<file path="src/rtl/enc_pkg.sv">
// Shared RV32I encoding definitions: mnemonic codes, opcodes, the per-mnemonic
// field table, and the canonical NOP word.
package enc_pkg;

    localparam logic [4:0] M_LUI   = 5'd0;
    localparam logic [4:0] M_ADD   = 5'd1;
    localparam logic [4:0] M_SUB   = 5'd2;
    localparam logic [4:0] M_OR    = 5'd3;
    localparam logic [4:0] M_AND   = 5'd4;
    localparam logic [4:0] M_XOR   = 5'd5;
    localparam logic [4:0] M_SLL   = 5'd6;
    localparam logic [4:0] M_SRL   = 5'd7;
    localparam logic [4:0] M_SRA   = 5'd8;
    localparam logic [4:0] M_SLT   = 5'd9;
    localparam logic [4:0] M_SLTU  = 5'd10;
    localparam logic [4:0] M_LW    = 5'd11;
    localparam logic [4:0] M_ADDI  = 5'd12;
    localparam logic [4:0] M_ANDI  = 5'd13;
    localparam logic [4:0] M_ORI   = 5'd14;
    localparam logic [4:0] M_XORI  = 5'd15;
    localparam logic [4:0] M_SLTI  = 5'd16;
    localparam logic [4:0] M_SLTIU = 5'd17;
    localparam logic [4:0] M_SLLI  = 5'd18;
    localparam logic [4:0] M_SRLI  = 5'd19;
    localparam logic [4:0] M_SRAI  = 5'd20;
    localparam logic [4:0] M_SW    = 5'd21;
    localparam logic [4:0] M_BEQ   = 5'd22;
    localparam logic [4:0] M_BNE   = 5'd23;
    localparam logic [4:0] M_BLT   = 5'd24;
    localparam logic [4:0] M_BGE   = 5'd25;
    localparam logic [4:0] M_BLTU  = 5'd26;
    localparam logic [4:0] M_BGEU  = 5'd27;
    localparam logic [4:0] M_JAL   = 5'd28;
    localparam logic [4:0] M_JALR  = 5'd29;

    localparam logic [6:0] OP_LUI    = 7'b0110111;
    localparam logic [6:0] OP_OP     = 7'b0110011;
    localparam logic [6:0] OP_IMM    = 7'b0010011;
    localparam logic [6:0] OP_LOAD   = 7'b0000011;
    localparam logic [6:0] OP_STORE  = 7'b0100011;
    localparam logic [6:0] OP_BRANCH = 7'b1100011;
    localparam logic [6:0] OP_JAL    = 7'b1101111;
    localparam logic [6:0] OP_JALR   = 7'b1100111;

    localparam logic [6:0] F7_BASE = 7'b0000000;
    localparam logic [6:0] F7_ALT  = 7'b0100000;

    localparam logic [31:0] NOP = 32'h0000_0013;

    typedef enum logic [2:0] {
        FMT_R, FMT_I, FMT_SH, FMT_S, FMT_B, FMT_U, FMT_J, FMT_BAD
    } fmt_e;

    typedef struct packed {
        fmt_e       fmt;
        logic [6:0] opcode;
        logic [2:0] f3;
        logic [6:0] f7;
    } enc_info_t;

    function automatic enc_info_t mnem_info(input logic [4:0] m);
        enc_info_t info;
        info = '{FMT_BAD, OP_IMM, 3'b000, F7_BASE};
        case (m)
            M_LUI:   info = '{FMT_U,  OP_LUI,    3'b000, F7_BASE};
            M_ADD:   info = '{FMT_R,  OP_OP,     3'b000, F7_BASE};
            M_SUB:   info = '{FMT_R,  OP_OP,     3'b000, F7_ALT};
            M_OR:    info = '{FMT_R,  OP_OP,     3'b110, F7_BASE};
            M_AND:   info = '{FMT_R,  OP_OP,     3'b111, F7_BASE};
            M_XOR:   info = '{FMT_R,  OP_OP,     3'b100, F7_BASE};
            M_SLL:   info = '{FMT_R,  OP_OP,     3'b001, F7_BASE};
            M_SRL:   info = '{FMT_R,  OP_OP,     3'b101, F7_BASE};
            M_SRA:   info = '{FMT_R,  OP_OP,     3'b101, F7_ALT};
            M_SLT:   info = '{FMT_R,  OP_OP,     3'b010, F7_BASE};
            M_SLTU:  info = '{FMT_R,  OP_OP,     3'b011, F7_BASE};
            M_LW:    info = '{FMT_I,  OP_LOAD,   3'b010, F7_BASE};
            M_ADDI:  info = '{FMT_I,  OP_IMM,    3'b000, F7_BASE};
            M_ANDI:  info = '{FMT_I,  OP_IMM,    3'b111, F7_BASE};
            M_ORI:   info = '{FMT_I,  OP_IMM,    3'b110, F7_BASE};
            M_XORI:  info = '{FMT_I,  OP_IMM,    3'b100, F7_BASE};
            M_SLTI:  info = '{FMT_I,  OP_IMM,    3'b010, F7_BASE};
            M_SLTIU: info = '{FMT_I,  OP_IMM,    3'b011, F7_BASE};
            M_SLLI:  info = '{FMT_SH, OP_IMM,    3'b001, F7_BASE};
            M_SRLI:  info = '{FMT_SH, OP_IMM,    3'b101, F7_BASE};
            M_SRAI:  info = '{FMT_SH, OP_IMM,    3'b101, F7_ALT};
            M_SW:    info = '{FMT_S,  OP_STORE,  3'b010, F7_BASE};
            M_BEQ:   info = '{FMT_B,  OP_BRANCH, 3'b000, F7_BASE};
            M_BNE:   info = '{FMT_B,  OP_BRANCH, 3'b001, F7_BASE};
            M_BLT:   info = '{FMT_B,  OP_BRANCH, 3'b100, F7_BASE};
            M_BGE:   info = '{FMT_B,  OP_BRANCH, 3'b101, F7_BASE};
            M_BLTU:  info = '{FMT_B,  OP_BRANCH, 3'b110, F7_BASE};
            M_BGEU:  info = '{FMT_B,  OP_BRANCH, 3'b111, F7_BASE};
            M_JAL:   info = '{FMT_J,  OP_JAL,    3'b000, F7_BASE};
            M_JALR:  info = '{FMT_I,  OP_JALR,   3'b000, F7_BASE};
            default: info = '{FMT_BAD, OP_IMM,   3'b000, F7_BASE};
        endcase
        return info;
    endfunction

endpackage

</file>
<file path="src/rtl/rv32i_word_pack.sv">
// Combinational packer: symbolic instruction fields -> 32-bit RV32I word.
// illegal flags both an unknown mnemonic and an odd B/J byte offset.
module rv32i_word_pack
    import enc_pkg::*;
(
    input  logic [4:0]  mnem,
    input  logic [4:0]  rd,
    input  logic [4:0]  rs1,
    input  logic [4:0]  rs2,
    input  logic [31:0] imm,
    output logic [31:0] word,
    output logic        illegal
);

    enc_info_t info;

    // Immediate bits above the widest field (J, bit 20) are silently truncated.
    logic unused_imm;
    assign unused_imm = ^imm[31:21];

    // NOTE: word and illegal get defaults before the case so no path infers a latch.
    always_comb begin
        info    = mnem_info(mnem);
        word    = NOP;
        illegal = 1'b0;
        case (info.fmt)
            FMT_R:  word = {info.f7, rs2, rs1, info.f3, rd, info.opcode};
            FMT_I:  word = {imm[11:0], rs1, info.f3, rd, info.opcode};
            FMT_SH: word = {info.f7, imm[4:0], rs1, info.f3, rd, info.opcode};
            FMT_S:  word = {imm[11:5], rs2, rs1, info.f3, imm[4:0], info.opcode};
            FMT_B: begin
                word    = {imm[12], imm[10:5], rs2, rs1, info.f3,
                           imm[4:1], imm[11], info.opcode};
                illegal = imm[0];
            end
            FMT_U:  word = {imm[19:0], rd, info.opcode};
            FMT_J: begin
                word    = {imm[20], imm[10:1], imm[11], imm[19:12], rd, info.opcode};
                illegal = imm[0];
            end
            default: begin
                word    = NOP;
                illegal = 1'b1;
            end
        endcase
    end

endmodule

</file>
<file path="src/rtl/rv32i_instr_encoder.sv">
// Streaming RV32I encoder: one symbolic instruction per handshake in, one
// machine word plus wrapping instruction-memory word address out.
module rv32i_instr_encoder
    import enc_pkg::*;
#(
    parameter int ADDR_W    = 10,
    parameter int BASE_ADDR = 0,
    parameter int DEPTH     = 1024
) (
    input  logic              clk,
    input  logic              rstn,
    input  logic              flush,
    input  logic              in_valid,
    output logic              in_ready,
    input  logic [4:0]        in_mnem,
    input  logic [4:0]        in_rd,
    input  logic [4:0]        in_rs1,
    input  logic [4:0]        in_rs2,
    input  logic [31:0]       in_imm,
    output logic              out_valid,
    input  logic              out_ready,
    output logic [31:0]       out_word,
    output logic [ADDR_W-1:0] out_addr,
    output logic              err,
    output logic [ADDR_W:0]   count
);

    localparam logic [ADDR_W-1:0] FIRST_ADDR = ADDR_W'(BASE_ADDR);
    localparam logic [ADDR_W-1:0] LAST_ADDR  = ADDR_W'(BASE_ADDR + DEPTH - 1);

    logic [31:0]       packed_word;
    logic              packed_illegal;
    logic              in_fire;
    logic              out_fire;
    logic [ADDR_W-1:0] next_addr;

    rv32i_word_pack u_pack (
        .mnem    (in_mnem),
        .rd      (in_rd),
        .rs1     (in_rs1),
        .rs2     (in_rs2),
        .imm     (in_imm),
        .word    (packed_word),
        .illegal (packed_illegal)
    );

    // Flush closes the input so nothing slips in while state is being cleared.
    assign in_ready  = (!out_valid || out_ready) && !flush;
    assign in_fire   = in_valid && in_ready;
    assign out_fire  = out_valid && out_ready;
    assign next_addr = (out_addr == LAST_ADDR) ? FIRST_ADDR : out_addr + 1'b1;

    // NOTE: all state here uses non-blocking assignments so every register
    // samples pre-edge values regardless of statement order.
    always_ff @(posedge clk or negedge rstn) begin
        if (!rstn) begin
            out_valid <= 1'b0;
            out_word  <= '0;
            out_addr  <= FIRST_ADDR;
            err       <= 1'b0;
            count     <= '0;
        end else if (flush) begin
            out_valid <= 1'b0;
            out_addr  <= FIRST_ADDR;
            err       <= 1'b0;
            count     <= '0;
        end else begin
            if (out_fire) begin
                out_addr <= next_addr;
                if (count != '1) begin
                    count <= count + 1'b1;
                end
            end
            if (in_fire) begin
                out_word  <= packed_word;
                out_valid <= 1'b1;
                if (packed_illegal) begin
                    err <= 1'b1;
                end
            end else if (out_fire) begin
                out_valid <= 1'b0;
            end
        end
    end

endmodule

</file>
<file path="config.mk">
export PLATFORM = sky130hd
export DESIGN_NAME = rv32i_instr_encoder
export DESIGN_NICKNAME = d
export VERILOG_FILES = /design/src/rtl/enc_pkg.sv /design/src/rtl/rv32i_word_pack.sv /design/src/rtl/rv32i_instr_encoder.sv
export SDC_FILE = /design/constraint.sdc
export NUM_CORES = 1
export LEC_CHECK = 0
export ABC_CLOCK_PERIOD_IN_PS = 2500
export CORE_MARGIN = 2
export CORE_UTILIZATION = 30
export DETAILED_ROUTE_END_ITERATION = 8
export SLEW_MARGIN = 20
export SYNTH_ARGS = -nofsm -noshare
export SYNTH_HDL_FRONTEND = slang
export SYNTH_SLANG_ARGS = --single-unit
export TNS_END_PERCENT = 30
</file>
<file path="constraint.sdc">
create_clock -name clk -period 2.5 [get_ports clk]
set_clock_uncertainty 0.1 [all_clocks]
set_input_delay 0.25 -clock clk [delete_from_list [all_inputs] [get_ports clk]]
set_output_delay 0.25 -clock clk [all_outputs]
set_load 0.03 [all_outputs]
</file>
==> Word level (Yosys, flattened, before mapping) <==
Memories as Yosys holds them, arrays and structs flattened.
Index checks and enable logic that the tools add are counted.
{ "classes": {"n_reduce_logical": 17, "n_mux": 14, "bitwise": 1, "eq_ne": 8, "addsub": 2} }
{ "ops": {"columns": ["cell", "n"], "rows": [
  ["$pmux 32 s7", 1],
  ["$mux 11", 3],
  ["$mux 10", 3],
  ["$add 11x1->11 const B", 1],
  ["$ne 11x11->1 const B", 1],
  ["$add 10x1->10 const B", 1],
  ["$eq 10x10->1 const B", 1],
  ["$eq 3x3->1 const B", 3],
  ["$reduce_bool 2->1", 4],
  ["$eq 3x2->1 const B", 2],
  ["$mux 1", 6],
  ["$reduce_and 2->1", 3],
  ["$reduce_or 5->1", 1],
  ["$eq 3x1->1 const B", 1],
  ["$logic_and 1x1->1", 3],
  ["$logic_not 3->1", 1],
  ["$reduce_bool 3->1", 1],
  ["$logic_not 1->1", 2],
  ["$pmux 1 s2", 1],
  ["$reduce_or 2->1", 1],
  ["$logic_or 1x1->1", 1],
  ["$not 1->1", 1]
]} }
{ "totals": {"elab_cells": 48, "input_bits": 57, "mem_count": 1, "romBits": 384, "register_bits": 55} }
{ "mem_list": {"columns": ["memory", "words", "word_bits", "rd", "rd_clocked_by_memory_dff", "wr", "line", "source"], "rows": [
  ["(no name shown)", 32, 12, 1, 0, 0, "enc_pkg.sv:64", "case (m)"]
]} }

==> Longest topological paths before layout <==
Gate-level depths: netlist of run 1.
An unclocked memory read counts as a cell.
{ "logic_depth": {"ltp_word": 7, "depth_mapped": 9, "mapped_depth_nobuf": 8} }

==> By module <==
Synthesis of run 1 repeated with hierarchy kept, for this count alone.
{ "unflattened": {"cells_unflattened": 350, "area_unflattened_um2": 3757.4} }
{ "modules_own_cells": {"columns": ["mod", "seq_area_each_um2", "cells_each", "n_inst", "area_each_um2"], "rows": [
  ["rv32i_instr_encoder", 1376.3, 194, 1, 2588.7],
  ["rv32i_word_pack", 0.0, 156, 1, 1168.6]
]} }

==> Worst setup path before layout of run 1 <==
OpenSTA, ideal clock, no wires.
{ "synth_timing": {"path_type": "flip-flop to flip-flop", "from": "reg out_valid", "to": "reg out_word[12]", "slack_ps": 151, "period_less_slack_ps": 2349, "n_path_buf": 2, "stages_incl_launch_ff": 7, "t_arrival_ps": 2122, "setup_time_ps": 126, "path_cell_list": "dfrtp_1 nor2b_1 nor2_1 nand2_1 clkbuf_1 clkbuf_1 a221o_1"} }
{ "synth_between": {"elab_chain_len": 5} }
{ "synth_rtl": {"columns": ["element", "line", "source"], "rows": [
  ["from (decl)", "rv32i_instr_encoder.sv:20", "output logic out_valid,"],
  ["from (signal assigned)", "rv32i_instr_encoder.sv:57", "out_valid <= 1'b0;"],
  ["from (signal assigned)", "rv32i_instr_encoder.sv:63", "out_valid <= 1'b0;"],
  ["from (signal assigned)", "rv32i_instr_encoder.sv:76", "out_valid <= 1'b1;"],
  ["$logic_not 1->1", "rv32i_instr_encoder.sv:48", "assign in_ready = (!out_valid || out_ready) && !flush;"],
  ["$logic_or 1x1->1", "rv32i_instr_encoder.sv:48", null],
  ["$logic_and 1x1->1", "rv32i_instr_encoder.sv:48", null],
  ["via in_ready", "rv32i_instr_encoder.sv:14", "output logic in_ready,"],
  ["$logic_and 1x1->1", "rv32i_instr_encoder.sv:49", "assign in_fire = in_valid && in_ready;"],
  ["$reduce_and 2->1 (no line)", null, null],
  ["to (signal assigned)", "rv32i_instr_encoder.sv:75", "out_word <= packed_word;"],
  ["to (decl)", "rv32i_instr_encoder.sv:22", "output logic [31:0] out_word,"]
]} }
The timed path passes the listed nets, and every way through them passes these cells.
A chain may end at the register's enable or synchronous reset.

==> Final worst setup path of run 1 <==
{ "layout_timing": {"from": "in in_mnem[0]", "to": "reg out_word[23]"} }
{ "layout_between": {"elab_chain_len": 3, "elab_cells_between_ends": 9, "cone_classes": "6 x eq/ne; 1 x mux; 1 x reduce/logical; 1 x memory"} }
{ "layout_rtl": {"columns": ["element", "line", "source"], "rows": [
  ["from (decl)", "rv32i_instr_encoder.sv:15", "input logic [4:0] in_mnem,"],
  ["$mem_v2 32x12 (*)", null, null],
  ["$eq 3x3->1 (tied with other cells)", "rv32i_word_pack.sv:26", "case (info.fmt)"],
  ["$pmux 32 s7 (*)", "rv32i_word_pack.sv:26", null]
]} }
Every way passes the cells marked *; elsewhere a longest branch is shown, timed or not.

==> results of run 1 <==
-- worst paths after layout --
| path | cells after the start | endpoint | slack [ns] | from |
|---|---|---|---|---|
| min reg2reg | 1 | out_word[1] | 0.39 | out_word[1] |
| min | 1 | out_word[1] | 0.39 | out_word[1] |
| min in group asynchronous | 2 | out_addr[4] | 0.44 | rstn |
| max | 10 | out_word[23] | 0.07 | in_mnem[0] |
| max in group asynchronous | 3 | out_word[31] | 1.14 | rstn |
| max reg2reg | 7 | count[3] | 0.39 | count[0] |
-- cell usage in the layout (no fill, tap or decap), types with 3 or more instances in the layout --
| master | instances |
|---|---|
| clkdlybuf4s50_1 | 100 |
| buf_4 | 57 |
| dfrtp_1 | 54 |
| nor2_1 | 42 |
| nand2_1 | 28 |
| nand3_1 | 21 |
| a21oi_1 | 18 |
| o21ai_0 | 17 |
| a221o_1 | 12 |
| ha_1 | 11 |
| a22o_1 | 9 |
| xor2_1 | 9 |
| nor3_1 | 8 |
| nand4_1 | 8 |
| a21o_1 | 6 |
| inv_1 | 6 |
| clkbuf_16 | 5 |
| nor2b_1 | 4 |
| o31ai_1 | 4 |
| and2_1 | 4 |
| a211oi_1 | 4 |
| a221oi_1 | 4 |
| o21ai_1 | 3 |
| a21oi_4 | 3 |
| o21ai_2 | 3 |
| a32o_1 | 3 |
| mux2i_1 | 3 |
| a32oi_1 | 3 |
| a31oi_1 | 3 |
| and3_1 | 3 |
| xnor2_1 | 3 |
-- per-stage QoR --
step | util (%) | cell area, um2 | worst slack, ns | hold WS, ns
floorplan | - | 3400 | 0.151 | -0.146
finish | 47.5 | 5200 | 0.0695 | 0.394
global route | 47.5 | 5200 | -0.0398 | 0.429
detailed placement | 45.0 | 4920 | -0.368 | 0.240
global placement | 45.0 | 4920 | -0.269 | 0.225
CTS | 46.7 | 5110 | 0.0223 | 0.403
-- routing by layer --
layer  GRT usage [%]  vias up  share of wire (%)
li1                -     1683                  -
met1            25.0     1674                 45
met2            29.7      109                 48
met3            2.41       12                5.4
met4            4.75        0                1.4
met5               0        -                  0
-- power by group through the flow --
stage / Clock (mW) / Combinational [mW] / Sequential [mW]
6_report: 0.778 / 0.988 / 1.04
5_1_grt: 0.849 / 1.05 / 1.05
4_1_cts: 0.797 / 0.963 / 1.04
3_5_place_dp: 0 / 0.957 / 1.05
3_3_place_gp: 0 / 0.949 / 1.05
2_1_floorplan: 0 / 0.303 / 1.22
-- area by class of cell --
cell class                 count  share of cell area (%)
multi-input combinational    285                    38.4
timing repair buffer         161                    28.4
sequential                    54                    26.0
tap                          140                    3.37
clock buffer                   6                    2.48
clock inverter                 2                   0.722
inverter                       9                   0.650
-- registers in the layout, summed over array words and instances (netlist names) --
name and flops:
err 1, count 11, out_word 31, out_addr 10, out_valid 1
-- critical path, delay by kind of cell --
kind,cells,cell delay [ns]
fa+ha+maj,1,0.20
compound gates,4,0.87
buf+inv,3,0.75
simple gates,2,0.42
-- cell families after synthesis --
| family | share of synthesized area [%] |
|---|---|
| multiplexers | 1.84 |
| adder cells (fa/ha/maj) | 4.41 |
| flip-flops | 39.7 |
| AND/OR/NAND/NOR | 19.7 |
| XOR/XNOR | 3.09 |
| buffers and inverters | 4.01 |
| AO/OA/AOI/OAI | 27.2 |
-- timing repair --
item                                   in CTS  in global routing
hold buffers                                1                  0
pin swaps                                   1                  4
endpoints found under the hold margin      29                  0
resized for setup                           2                 19
setup buffers                               0                  2
cloned                                      0                  0
setup endpoints to repair                   5                 20
==> flow_metrics.py, run 1 <==
metrics = {
    "run_status": {
        "status": "complete, no violations",
    },
    "synthesis": {
        "yosys.area.top_type_share_pct": 39.7,
        "synth.ff_latch_count": 54,
        "synth_area_leaders": "dfrtp_1 40%, nor2_1 4.7%, ha_1 4.4%, a221o_1 3.5%, nand3_1 3.2%",
        "synthTopCellsByCount": "54 x dfrtp_1, 43 x nor2_1, 28 x nand2_1",
        "syn_nets": 436,
        "ys.flop_type": "dfrtp_1",
        "syn_avg_cell_area_um2": 9.27,
        "syn-cell-area_um2": 3400,
        "synth_edf_count": 0,
        "ys_seq_area_share_pct": 39.7,
        "yosysTopAreaCell": "dfrtp_1",
        "synthCells": 367,
        "synth_most_common_cell": "dfrtp_1",
        "yosysWarnings": 0,
        "synthArstFlopShare_pct": 100,
        "synth_cell_type_count": 69,
    },
    "routing": {
        "final_antenna_net_count": 0,
        "drt_first_iter_violations": 186,
        "drc": 0,
        "dr.pass1.iters": 4,
        "via_count": 3478,
        "routed_wirelength_um": 11000,
        "wl_per_cell_um": 16.8,
        "via_per_inst": 5.29,
    },
    "clock_tree": {
        "cts_buffers": 5,
        "clk_pin_slew_ns": 0.07,
        "cts_tree": "yes",
        "insertion_delay_ns": 0.29,
        "htree_levels": 2,
        "cts_buffer_depth": 2,
        "cts.root.buffer_cell": "clkbuf_16",
        "clock-sinks": 54,
    },
    "finish": {
        "multiInputGateArea_um2": 2000,
        "fin_cells": 657,
        "seqCellArea_um2": 1350,
        "drive_gt1_share_pct": 19.5,
        "nets": 585,
        "syn_to_final_growth_pct": 52.9,
        "n_antenna_cell": 0,
        "fillers": 1103,
    },
    "pwr": {
        "p_int_mw": 1.90,
        "p_leak_nw": 2.18,
        "p_seq_share_pct": 37.0,
        "total_power_mw": 2.80,
        "p_per_area_nw_per_um2": 539,
        "power.share.clock_pct": 27.8,
        "p_sw_share_pct": 32.0,
        "power_frac_comb_pct": 35.3,
        "irDropWorstVdd_uv": 302,
        "p_sw_mw": 0.897,
    },
    "sta": {
        "tightest_slew_ns": 0.684,
        "slew_viol_final": 0,
        "max_clock_freq_mhz": 411,
        "maxSlewHeadroom_pct": 54.4,
        "hold_viol_final": 0,
        "finalSetupViolCount": 0,
        "fin_crit_sh_pct": 97.2,
        "period_needed_ns": 2.43,
        "fin_tns_setup_ns": 0,
        "rsz0062_at_grt": "true",
    },
    "placed_design": {
        "hpwl_um": 8780,
        "place.gp.congestion": 0.884,
        "post-place-cells": 646,
        "port_buffers": 101,
    },
    "die": {
        "start_util_pct": 31.1,
        "dieArea_um2": 12200,
        "chipHeight_um": 110,
        "die_x_um": 110,
        "core-area_um2": 10900,
        "ios": 113,
        "rows": 38,
    },
    "global_routing": {
        "grt_pass1_vias": 3465,
        "grt-ovfl-total": 0,
        "antenna_found_initial": 0,
        "track_usage_pct": 18.1,
        "grt_first_pass_wirelength_um": 18200,
        "grt_max_degree": 32,
    },
    "setup_path": {
        "crit_chain": "clkdlybuf4s50_1 -> buf_4 -> ha_1 -> or2_1 -> a21o_4 -> a21o_1 -> buf_6 -> and3_4 -> a22o_1 -> a221o_1",
        "slowest_stage": "clkdlybuf4s50_1",
        "path_class": "in2reg",
        "slowest_delay_ns": 0.43,
        "crit_path_start_kind": "primary input",
        "crit_fanout": 12,
        "end_kind": "flip-flop",
        "cp.arrival_ns": 2.50,
        "crit_required_ns": 2.57,
    },
    "run": {
        "drv_cap": 0,
    },
    "worst_hold_path": {
        "holdCritPathClass": "reg2reg",
    },
}
No activity file was read; power rests on OpenSTA's default activity.
==> run 2: changes to the inputs <==
GPL_ROUTABILITY_DRIVEN = 1   (was default)
==> results of run 2 <==
Final layout, timing and power as in run 1 (identical DEF).
